$ cat config.mk
export PLATFORM = sky130hd
export DESIGN_NAME = iter_div
export DESIGN_NICKNAME = d
export VERILOG_FILES = /design/src/rtl/div_pkg.sv /design/src/rtl/div_step.sv /design/src/rtl/iter_div.sv
export SDC_FILE = /design/constraint.sdc
export NUM_CORES = 1
export LEC_CHECK = 0
export CORE_MARGIN = 1.5
export CORE_UTILIZATION = 62
export CTS_CLUSTER_DIAMETER = 200
export DETAILED_ROUTE_END_ITERATION = 8
export GPL_TIMING_DRIVEN = 0
export PLACE_DENSITY = 0.87
export SLEW_MARGIN = 20
export SYNTH_ARGS = -nofsm -noshare
export SYNTH_HDL_FRONTEND = slang
export SYNTH_SLANG_ARGS = --single-unit
$ cat constraint.sdc
create_clock -name clk -period 5.4 [get_ports clk]
set_input_delay 1.08 -clock clk [delete_from_list [all_inputs] [get_ports clk]]
set_output_delay 1.08 -clock clk [all_outputs]
set_load 0.02 [all_outputs]
$ cat src/rtl/div_pkg.sv
// Shared types and constants for the iterative radix-2 divider.
package div_pkg;

    localparam int unsigned DIV_WIDTH = 32;
    localparam int unsigned DIV_STEPS = 32;
    localparam int unsigned CNT_W     = $clog2(DIV_STEPS);

    localparam logic [DIV_WIDTH-1:0] DIV_ZERO_Q = 32'hFFFF_FFFF;
    localparam logic [DIV_WIDTH-1:0] DIV_OVF_S  = 32'h8000_0000;
    localparam logic [DIV_WIDTH-1:0] DIV_OVF_T  = 32'hFFFF_FFFF;

    typedef enum logic [1:0] {
        IDLE,
        RUN,
        FIX
    } div_state_e;

    function automatic logic [DIV_WIDTH-1:0] negate(input logic [DIV_WIDTH-1:0] x);
        return DIV_WIDTH'(~x + DIV_WIDTH'(1));
    endfunction

    // Two's-complement magnitude when signed, raw operand otherwise.
    function automatic logic [DIV_WIDTH-1:0] magnitude(input logic [DIV_WIDTH-1:0] x,
                                                       input logic              sgn);
        return (sgn && x[DIV_WIDTH-1]) ? negate(x) : x;
    endfunction

endpackage

$ cat src/rtl/div_step.sv
// One combinational restoring-division iteration: shift in a dividend bit,
// trial-subtract the divisor, keep the difference if it did not borrow.
module div_step
    import div_pkg::*;
(
    input  logic [DIV_WIDTH:0]   rem_i,
    input  logic [DIV_WIDTH-1:0] dmag_i,
    input  logic                 bit_i,
    output logic [DIV_WIDTH:0]   rem_c_o,
    output logic                 qbit_c_o
);

    logic [DIV_WIDTH+1:0] shifted;
    logic [DIV_WIDTH+1:0] diff;

    always_comb begin
        shifted  = {rem_i, bit_i};
        diff     = shifted - {2'b00, dmag_i};
        qbit_c_o = ~diff[DIV_WIDTH+1];
        rem_c_o  = qbit_c_o ? diff[DIV_WIDTH:0] : shifted[DIV_WIDTH:0];
    end

endmodule

$ cat src/rtl/iter_div.sv
// Iterative 32-bit signed/unsigned divider, one quotient bit per cycle.
// ITER_DIV_FAST_SPECIAL_EN: divide-by-zero and signed overflow finish in one cycle.
module iter_div
    import div_pkg::*;
(
    input  logic                 clk,
    input  logic                 rst,
    input  logic                 enable,
    input  logic                 is_signed,
    input  logic [DIV_WIDTH-1:0] s,
    input  logic [DIV_WIDTH-1:0] t,
    output logic                 completed,
    output logic [DIV_WIDTH-1:0] q,
    output logic [DIV_WIDTH-1:0] r
);

    div_state_e           state_q, state_d;
    logic [CNT_W-1:0]     cnt_q, cnt_d;
    logic [DIV_WIDTH:0]   rem_q, rem_d;
    logic [DIV_WIDTH-1:0] dvd_q, dvd_d;
    logic [DIV_WIDTH-1:0] dmag_q, dmag_d;
    logic [DIV_WIDTH-1:0] s_q, s_d;
    logic                 t31_q, t31_d;
    logic                 sgn_q, sgn_d;
    logic [DIV_WIDTH-1:0] q_q, q_d;
    logic [DIV_WIDTH-1:0] r_q, r_d;
    logic                 completed_q, completed_d;

    logic [DIV_WIDTH:0]   step_rem;
    logic                 step_qbit;

    // dvd_q shifts left each step: dividend bits leave the top, quotient bits enter the bottom.
    div_step u_step (
        .rem_i    (rem_q),
        .dmag_i   (dmag_q),
        .bit_i    (dvd_q[DIV_WIDTH-1]),
        .rem_c_o  (step_rem),
        .qbit_c_o (step_qbit)
    );

    always_ff @(posedge clk) begin
        if (rst) begin
            state_q     <= IDLE;
            cnt_q       <= '0;
            rem_q       <= '0;
            dvd_q       <= '0;
            dmag_q      <= '0;
            s_q         <= '0;
            t31_q       <= 1'b0;
            sgn_q       <= 1'b0;
            q_q         <= '0;
            r_q         <= '0;
            completed_q <= 1'b0;
        end else begin
            state_q     <= state_d;
            cnt_q       <= cnt_d;
            rem_q       <= rem_d;
            dvd_q       <= dvd_d;
            dmag_q      <= dmag_d;
            s_q         <= s_d;
            t31_q       <= t31_d;
            sgn_q       <= sgn_d;
            q_q         <= q_d;
            r_q         <= r_d;
            completed_q <= completed_d;
        end
    end

    always_comb begin
        state_d     = state_q;
        cnt_d       = cnt_q;
        rem_d       = rem_q;
        dvd_d       = dvd_q;
        dmag_d      = dmag_q;
        s_d         = s_q;
        t31_d       = t31_q;
        sgn_d       = sgn_q;
        q_d         = q_q;
        r_d         = r_q;
        completed_d = 1'b0;

        unique case (state_q)
            IDLE: begin
                if (enable) begin
                    s_d    = s;
                    t31_d  = t[DIV_WIDTH-1];
                    sgn_d  = is_signed;
                    dvd_d  = magnitude(s, is_signed);
                    dmag_d = magnitude(t, is_signed);
                    rem_d  = '0;
                    cnt_d  = '0;
`ifdef ITER_DIV_FAST_SPECIAL_EN
                    if (t == '0) begin
                        q_d         = DIV_ZERO_Q;
                        r_d         = s;
                        completed_d = 1'b1;
                    end else if (is_signed && (s == DIV_OVF_S) && (t == DIV_OVF_T)) begin
                        q_d         = DIV_OVF_S;
                        r_d         = '0;
                        completed_d = 1'b1;
                    end else begin
                        state_d = RUN;
                    end
`else
                    state_d = RUN;
`endif
                end
            end
            RUN: begin
                rem_d = step_rem;
                dvd_d = {dvd_q[DIV_WIDTH-2:0], step_qbit};
                cnt_d = cnt_q + CNT_W'(1);
                if (cnt_q == CNT_W'(DIV_STEPS - 1)) begin
                    state_d = FIX;
                    cnt_d   = '0;
                end
            end
            FIX: begin
                // First FIX cycle loads the result; second holds FIX while completed is high.
                if (!completed_q) begin
                    completed_d = 1'b1;
                    if (dmag_q == '0) begin
                        q_d = DIV_ZERO_Q;
                        r_d = s_q;
                    end else begin
                        q_d = (sgn_q && (s_q[DIV_WIDTH-1] ^ t31_q)) ? negate(dvd_q) : dvd_q;
                        r_d = (sgn_q && s_q[DIV_WIDTH-1]) ? negate(rem_q[DIV_WIDTH-1:0])
                                                          : rem_q[DIV_WIDTH-1:0];
                    end
                end else begin
                    state_d = IDLE;
                end
            end
            default: state_d = IDLE;
        endcase
    end

    assign completed = completed_q;
    assign q         = q_q;
    assign r         = r_q;

endmodule

==> results of run 1 <==
layout by cell type (no fill, tap or decap), drive strengths merged, types with 19 or more instances in the layout:
cell type	count
a211oi	46
a21oi	187
a22oi	29
a31oi	19
clkbuf	113
clkdlybuf4s50	131
dfxtp	203
ha	38
inv	60
mux2i	32
nand2	218
nor2	168
nor3	31
nor4	21
o21ai	84
o22ai	26
o31ai	21
xnor2	71
xor2	67
layer usage:
metal,share of wire,track usage,up-vias
li1,-,-,5907
met1,0.43,0.506,5929
met2,0.44,0.579,659
met3,0.099,0.0760,113
met4,0.034,0.122,0
met5,0,0,-
worst reg2reg max path, cell delays in order (launching register included):
cell and delay (ns):
dfxtp_1 0.38, inv_1 0.11, ha_1 0.36, o21ai_0 0.11, a211oi_1 0.36, o21ai_0 0.27, a31oi_1 0.50, nand4_1 0.34
and3_1 0.25, nor3_1 0.18, buf_2 0.33, buf_2 0.38, mux2i_1 0.25, o21ai_0 0.09
cells in the mapped netlist, types with 7 or more instances:
master and n:
a31oi_1 19, a21o_1 17, nor2b_1 7, xnor2_1 71, nor4_1 20, o41ai_1 8, dfxtp_1 203, nor3_1 31
nand2_1 218, ha_1 38, o21ai_0 84, mux2i_1 32, a211oi_1 46, nand2b_1 11, a21oi_1 187, nand4_1 7
and2_1 12, clkbuf_1 78, inv_1 60, a22oi_1 29, nand3_1 17, and3_1 15, nor2_1 168, o31ai_1 21
or4_1 7, xor2_1 67, o22ai_1 26
metrics by stage:
step,setup WS [ns],instances,util,power [mW]
3_3_place_gp,1.11,1974,0.725,2.73
4_1_cts,1.44,2014,0.765,4.35
2_1_floorplan,1.77,1583,-,2.45
5_1_grt,1.15,2014,0.765,4.57
3_5_place_dp,1.01,1974,0.725,2.77
6_report,1.36,2014,0.765,4.39
area by class of cell:
cell class / count / area, um^2 / share of cell area
buffer: 91 / 384 / 0.0266
clock buffer: 35 / 671 / 0.0464
timing repair buffer: 131 / 1310 / 0.0907
multi-input combinational: 1229 / 7380 / 0.510
clock inverter: 5 / 100 / 0.00692
sequential: 203 / 4060 / 0.281
inverter: 60 / 225 / 0.0156
tap: 260 / 325 / 0.0225
cell families (layout without fill, tap and decap cells):
group                      Yosys count  count (layout)  synth area share
buffers and inverters              151             322            0.0506
muxes                               33              33            0.0275
xor gates and xnor gates           138             138             0.100
AOI/OAI and AO/OA                  481             481             0.244
adders and majority gates           39              39            0.0411
and+or+nand+nor                    538             538             0.199
DFF                                203             203             0.337
state kept, by name, indices dropped and copies added (netlist names):
| register | count |
|---|---|
| rem_q | 33 |
| dmag_q | 32 |
| dvd_q | 32 |
| q | 32 |
| r | 32 |
| s_q | 32 |
| cnt_q | 5 |
| state_q | 2 |
| completed | 1 |
| sgn_q | 1 |
| t31_q | 1 |
final timing paths:
check / from / endpoint / slack [ns] / cells past startpoint
hold / removal: s_q[7]$_SDFFE_PP0P_ / s_q[7]$_SDFFE_PP0P_ / 0.45 / 2
hold reg to reg: s_q[7]$_SDFFE_PP0P_ / s_q[7]$_SDFFE_PP0P_ / 0.45 / 2
setup / recovery: dmag_q[3]$_SDFFE_PP0P_ / rem_q[9]$_SDFFE_PP0P_ / 1.36 / 13
setup reg to reg: dmag_q[3]$_SDFFE_PP0P_ / rem_q[9]$_SDFFE_PP0P_ / 1.36 / 13
power breakdown:
part	leakage [nW]	total (mW)	switching, mW	internal, mW
logic	3.50	1.12	0.674	0.446
registers	1.65	1.66	0.0891	1.57
clock network	0.378	1.61	0.618	0.992
total	5.53	4.39	1.38	3.01
==> flow_summary.toml, run 1 <==
[placed_design]
numPortBuffers = 131
gp_congestion = 0.975
placed_cell_area_um2 = 13700
post-dp-hpwl_um = 28800

[grt]
grt_pass1_wl_um = 59400
antenna_found_initial = 0
first_global_vias = 11641
grt_max_degree = 14
grt_overflow = 0
grt_usage = 0.369

[logic_synthesis]
synth-warning-count = 0
synth-edff-count = 0
ys.flop_type = "dfxtp_1"
yosys.cell_types.count = 63
ys_ff_latch = 203
netlist_instances = 1583
synth_top_area_share = 0.337
yosysSeqAreaShare = 0.337
postSynthAreaPerCell_um2 = 7.61
syn_nets = 1690
yosysTopAreaCell = "dfxtp_1"
synth.cell_area_um2 = 12100
ys_top_cells_by_area = "dfxtp_1 (34%), a21oi_1 (7.8%), nand2_1 (6.8%), nor2_1 (5.2%), xnor2_1 (5.2%)"
async_flop_share = 0

[sta]
relSlewSlack = 0.432
skew_ns = 0.0157
fmax_mhz = 248
setup_viol = 0
slew_viol_final = 0
rsz0062_at_grt = "false"
tightest_slew_ns = 0.851
final.min_clock_period_ns = 4.04
finalHoldViolations = 0
finalCritPeriodShare = 0.748
tns_ns = 0
holdWs_ns = 0.455

[die]
fp.dieArea_um2 = 20300
ioPinCount = 133
die_x_um = 142
fp.dieH_um = 142
initial_core_util = 0.638
core-area_um2 = 18900
rows = 50

[detailed_routing]
drtIter0Drc = 1355
via_count = 12608
antenna_left = 0
detail_route.wl_per_cell_um = 18.8
via_per_inst = 6.26
drc_errors = 0
dr.pass1.iters = 6
wl_um = 37900

[worst_setup_path]
timing.critical_path.mode_cell = "o21ai_0"
path_class = "flip-flop to flip-flop"
crit_buf_inv = 3
crit_family = "compound AO/OA/AOI/OAI gates"
worstPathArrival_ns = 4.41
startpoint_type = "flip-flop"
path_cells = "inv_1, ha_1, o21ai_0, a211oi_1, o21ai_0, a31oi_1, nand4_1, and3_1, nor3_1, buf_2, buf_2, mux2i_1, o21ai_0"
max_stage_delay_ns = 0.50
cp_slowest_cell = "a31oi_1"
cp-end-kind = "flip-flop"
cp_max_fo = 10
required_ns = 5.77

[power]
powerDensity_nw_per_um2 = 303
leakage_nw = 5.53
max-vdd-ir-drop_mv = 0.321

[clocking]
cts_root_buf = "clkbuf_16"
clock_latency_ns = 0.51
clk_path_buf_depth = 3
clk_pin_slew_ns = 0.06
htreeDepth = 1
cts.sinks = 203
numCtsBuffers = 22
post-cts-setup-buffers = 0
cts_resized = 0
hold_buffers = 0
cts_tree = "built"

[cells_and_area]
antenna_cells = 0
nNetsFinal = 1845
drive_gt1_frac = 0.0388
syn2layout_area_growth_pct = 20.0
fin_area_um2 = 14500
fillers = 1469

[hold_path]
hold_class = "flip-flop to flip-flop"

[outcome]
status = "completed"

[job]
max_cap_viol_count = 0
No activity file was read; power rests on OpenSTA's default activity.
==> run 2: changes to the inputs <==
--- a/config.mk
+++ b/config.mk
@@ -6,11 +6,11 @@
 export NUM_CORES = 1
 export LEC_CHECK = 0
 export CORE_MARGIN = 1.5
-export CORE_UTILIZATION = 62
+export CORE_UTILIZATION = 52
 export CTS_CLUSTER_DIAMETER = 200
 export DETAILED_ROUTE_END_ITERATION = 8
 export GPL_TIMING_DRIVEN = 0
-export PLACE_DENSITY = 0.87
+export PLACE_DENSITY = 0.77
 export SLEW_MARGIN = 20
 export SYNTH_ARGS = -nofsm -noshare
 export SYNTH_HDL_FRONTEND = slang
==> constraint.sdc (replaced) <==
create_clock -name clk -period 3.4 [get_ports clk]
set_input_delay 0.68 -clock clk [delete_from_list [all_inputs] [get_ports clk]]
set_output_delay 0.68 -clock clk [all_outputs]
set_load 0.02 [all_outputs]
==> run 2 against run 1 <==
  * Cell area increased by 0.85%
  * Critical path depth decreased by 4
  * Core utilization decreased by 12 points
  * Final cell count increased by 1.3%
  * Worst setup slack got worse by 1.3 ns
  * Power increased by 56%
  * Clock skew increased by 0.0050 ns
==> flow_summary.toml, run 2 (synthesis gave the netlist of run 1 again) <==
[placed_design]
dpl.cell_count = 1999
placed_cell_area_um2 = 13700
numPortBuffers = 131
gp_congestion = 0.920
post-dp-hpwl_um = 30000

[outcome]
status = "completed"

[worst_setup_path]
r2r_start = "dvd_q[31]$_SDFFE_PP0P_"
r2r_slack_ns = 0.17
timing.critical_path.mode_cell = "or4_4"
crit_cells = 9
required_ns = 3.83
cp-end-kind = "flip-flop"
r2r_end = "rem_q[32]$_SDFFE_PP0P_"
crit_family = "simple AND/OR/NAND/NOR gates"
startpoint_type = "input port"
reg2reg_depth = 13
worstPathArrival_ns = 3.75
path_class = "input port to flip-flop"
cp_slowest_cell = "or4_4"
max_stage_delay_ns = 0.56
path_cells = "clkdlybuf4s50_1, or4_4, or4_4, or4_4, nand2b_4, or3_4, o41ai_2, xor2_1, a211oi_1"
crit_buf_inv = 1
cp_max_fo = 4

[grt]
antenna_found_initial = 0
grt_max_degree = 13
first_global_vias = 11372
grt_pass1_wl_um = 59100
grt_usage = 0.309
grt_overflow = 0

[clocking]
htreeDepth = 1
clock_latency_ns = 0.51
clk_path_buf_depth = 3
cts_root_buf = "clkbuf_16"
clk_pin_slew_ns = 0.06
hold_buffers = 0
cts_tree = "built"
cts.sinks = 203
numCtsBuffers = 22

[detailed_routing]
dr.pass1.iters = 5
met2_length_um = 17900
via_per_inst = 6.02
wl_um = 38300
drc_errors = 0
wl_met3_um = 2380
highest_layer = "met4"
met1_length_um = 16600
via_count = 12296
antenna_left = 0
drtIter0Drc = 992
detail_route.wl_per_cell_um = 18.8

[sta]
finalHoldViolations = 0
holdWs_ns = 0.454
relSlewSlack = 0.403
tns_ns = 0
slew_viol_final = 0
tightest_slew_ns = 0.889
final.min_clock_period_ns = 3.32
skew_ns = 0.0207
setup_viol = 0
finalCritPeriodShare = 0.976
fmax_mhz = 301

[cells_and_area]
drive_gt1_frac = 0.0479
final_core_util = 0.642
fin_cells = 2041
nNetsFinal = 1851
layout_commonest_cell = "nand2_1"
final_cell_mix = "nand2_1 (218), dfxtp_1 (203), a21oi_1 (187)"
top_register = "rem_q"
largest_register_ffs = 33
fillers = 1998
fin_area_um2 = 14600
syn2layout_area_growth_pct = 21.0

[die]
core-area_um2 = 22700
fp.dieH_um = 155
die_x_um = 155
ioPinCount = 133
initial_core_util = 0.531
rows = 55
fp.dieArea_um2 = 24100

[power]
leakage_nw = 5.55
max-vdd-ir-drop_mv = 0.369
powerDensity_nw_per_um2 = 468

[hold_path]
hold_class = "flip-flop to flip-flop"
hold_end = "cnt_q[3]$_SDFFE_PP0P_"
holdPathStages = 1
holdCritStartpoint = "cnt_q[3]$_SDFFE_PP0P_"

[job]
max_cap_viol_count = 0
==> run 2: changes by cell type in the layout (fill, tap and decap cells not counted), sizes merged <==
cell | before | now
diode | 0 | 1
buf | 12 | 18
clkinv | 2 | 3
bufinv | 3 | 2
clkbuf | 113 | 108
dlymetal6s2s | 0 | 2
clkdlybuf4s50 | 131 | 129
==> run 2: routing by layer <==
metal	vias to the layer above	track usage
li1	5921	-
met5	-	0
met3	84	0.0329
met4	0	0.122
met1	5816	0.407
met2	475	0.520
==> run 2: power breakdown <==
part | total [mW] | internal, mW | switching [mW]
combinational | 1.80 | 0.748 | 1.06
sequential | 2.65 | 2.49 | 0.158
clock | 2.37 | 1.40 | 0.969
==> run 2: final cells by class <==
type	count	area (um^2)	share of cell area
Multi-Input combinational cell	1229	7480	0.513
Sequential cell	203	4060	0.279
Timing Repair Buffer	137	1360	0.0933
Clock buffer	30	611	0.0419
Buffer	91	402	0.0275
Tap cell	285	357	0.0245
Inverter	60	225	0.0154
Clock inverter	5	86.3	0.00592
Antenna cell	1	2.50	0.000172
==> run 2: worst max-delay path by stage <==
stage	endpoint	startpoint	slack (ns)
2_1_floorplan	dmag_q[29]$_SDFFE_PP0P_	t[12]	0.17
3_3_place_gp	dmag_q[29]$_SDFFE_PP0P_	t[2]	-0.54
3_5_place_dp	dmag_q[29]$_SDFFE_PP0P_	t[2]	-0.58
4_1_cts	rem_q[30]$_SDFFE_PP0P_	dmag_q[3]$_SDFFE_PP0P_	0.01
5_1_grt	rem_q[32]$_SDFFE_PP0P_	dvd_q[31]$_SDFFE_PP0P_	-0.01
6_report	dmag_q[29]$_SDFFE_PP0P_	t[12]	0.08
==> run 2: stage by stage <==
stage,worst slack [ns],power [mW]
after CTS,0.0147,6.75
after detailed placement,-0.581,4.40
after floorplan,0.165,3.89
after global placement,-0.544,4.37
final,0.0801,6.83
after global routing,-0.0120,7.12
==> run 2: timing repair <==
action                     in CTS  in global routing
pin swaps                       1                  1
setup endpoints to repair      34                 42
buffers inserted                1                  5
resized for setup               7                 21
==> run 3: changes to the inputs <==
--- a/config.mk
+++ b/config.mk
@@ -6,11 +6,11 @@
 export NUM_CORES = 1
 export LEC_CHECK = 0
 export CORE_MARGIN = 1.5
-export CORE_UTILIZATION = 52
+export CORE_UTILIZATION = 62
 export CTS_CLUSTER_DIAMETER = 200
 export DETAILED_ROUTE_END_ITERATION = 8
 export GPL_TIMING_DRIVEN = 0
-export PLACE_DENSITY = 0.77
+export PLACE_DENSITY = 0.87
 export SLEW_MARGIN = 20
 export SYNTH_ARGS = -nofsm -noshare
 export SYNTH_HDL_FRONTEND = slang
==> constraint.sdc (replaced) <==
create_clock -name clk -period 4.3 [get_ports clk]
set_input_delay 0.86 -clock clk [delete_from_list [all_inputs] [get_ports clk]]
set_output_delay 0.86 -clock clk [all_outputs]
set_load 0.02 [all_outputs]
==> results of run 3 <==
Same layout as run 1 (identical final DEF). Status: completed.
Main changes from that run: setup slack after placement 1.01 ns -> 0.127 ns; setup slack after layout 1.36 ns -> 0.263 ns; register-to-register setup slack 1.36 ns -> 0.26 ns; total power 4.39 mW -> 5.51 mW; worst IR drop on VDD 0.321 mV -> 0.403 mV
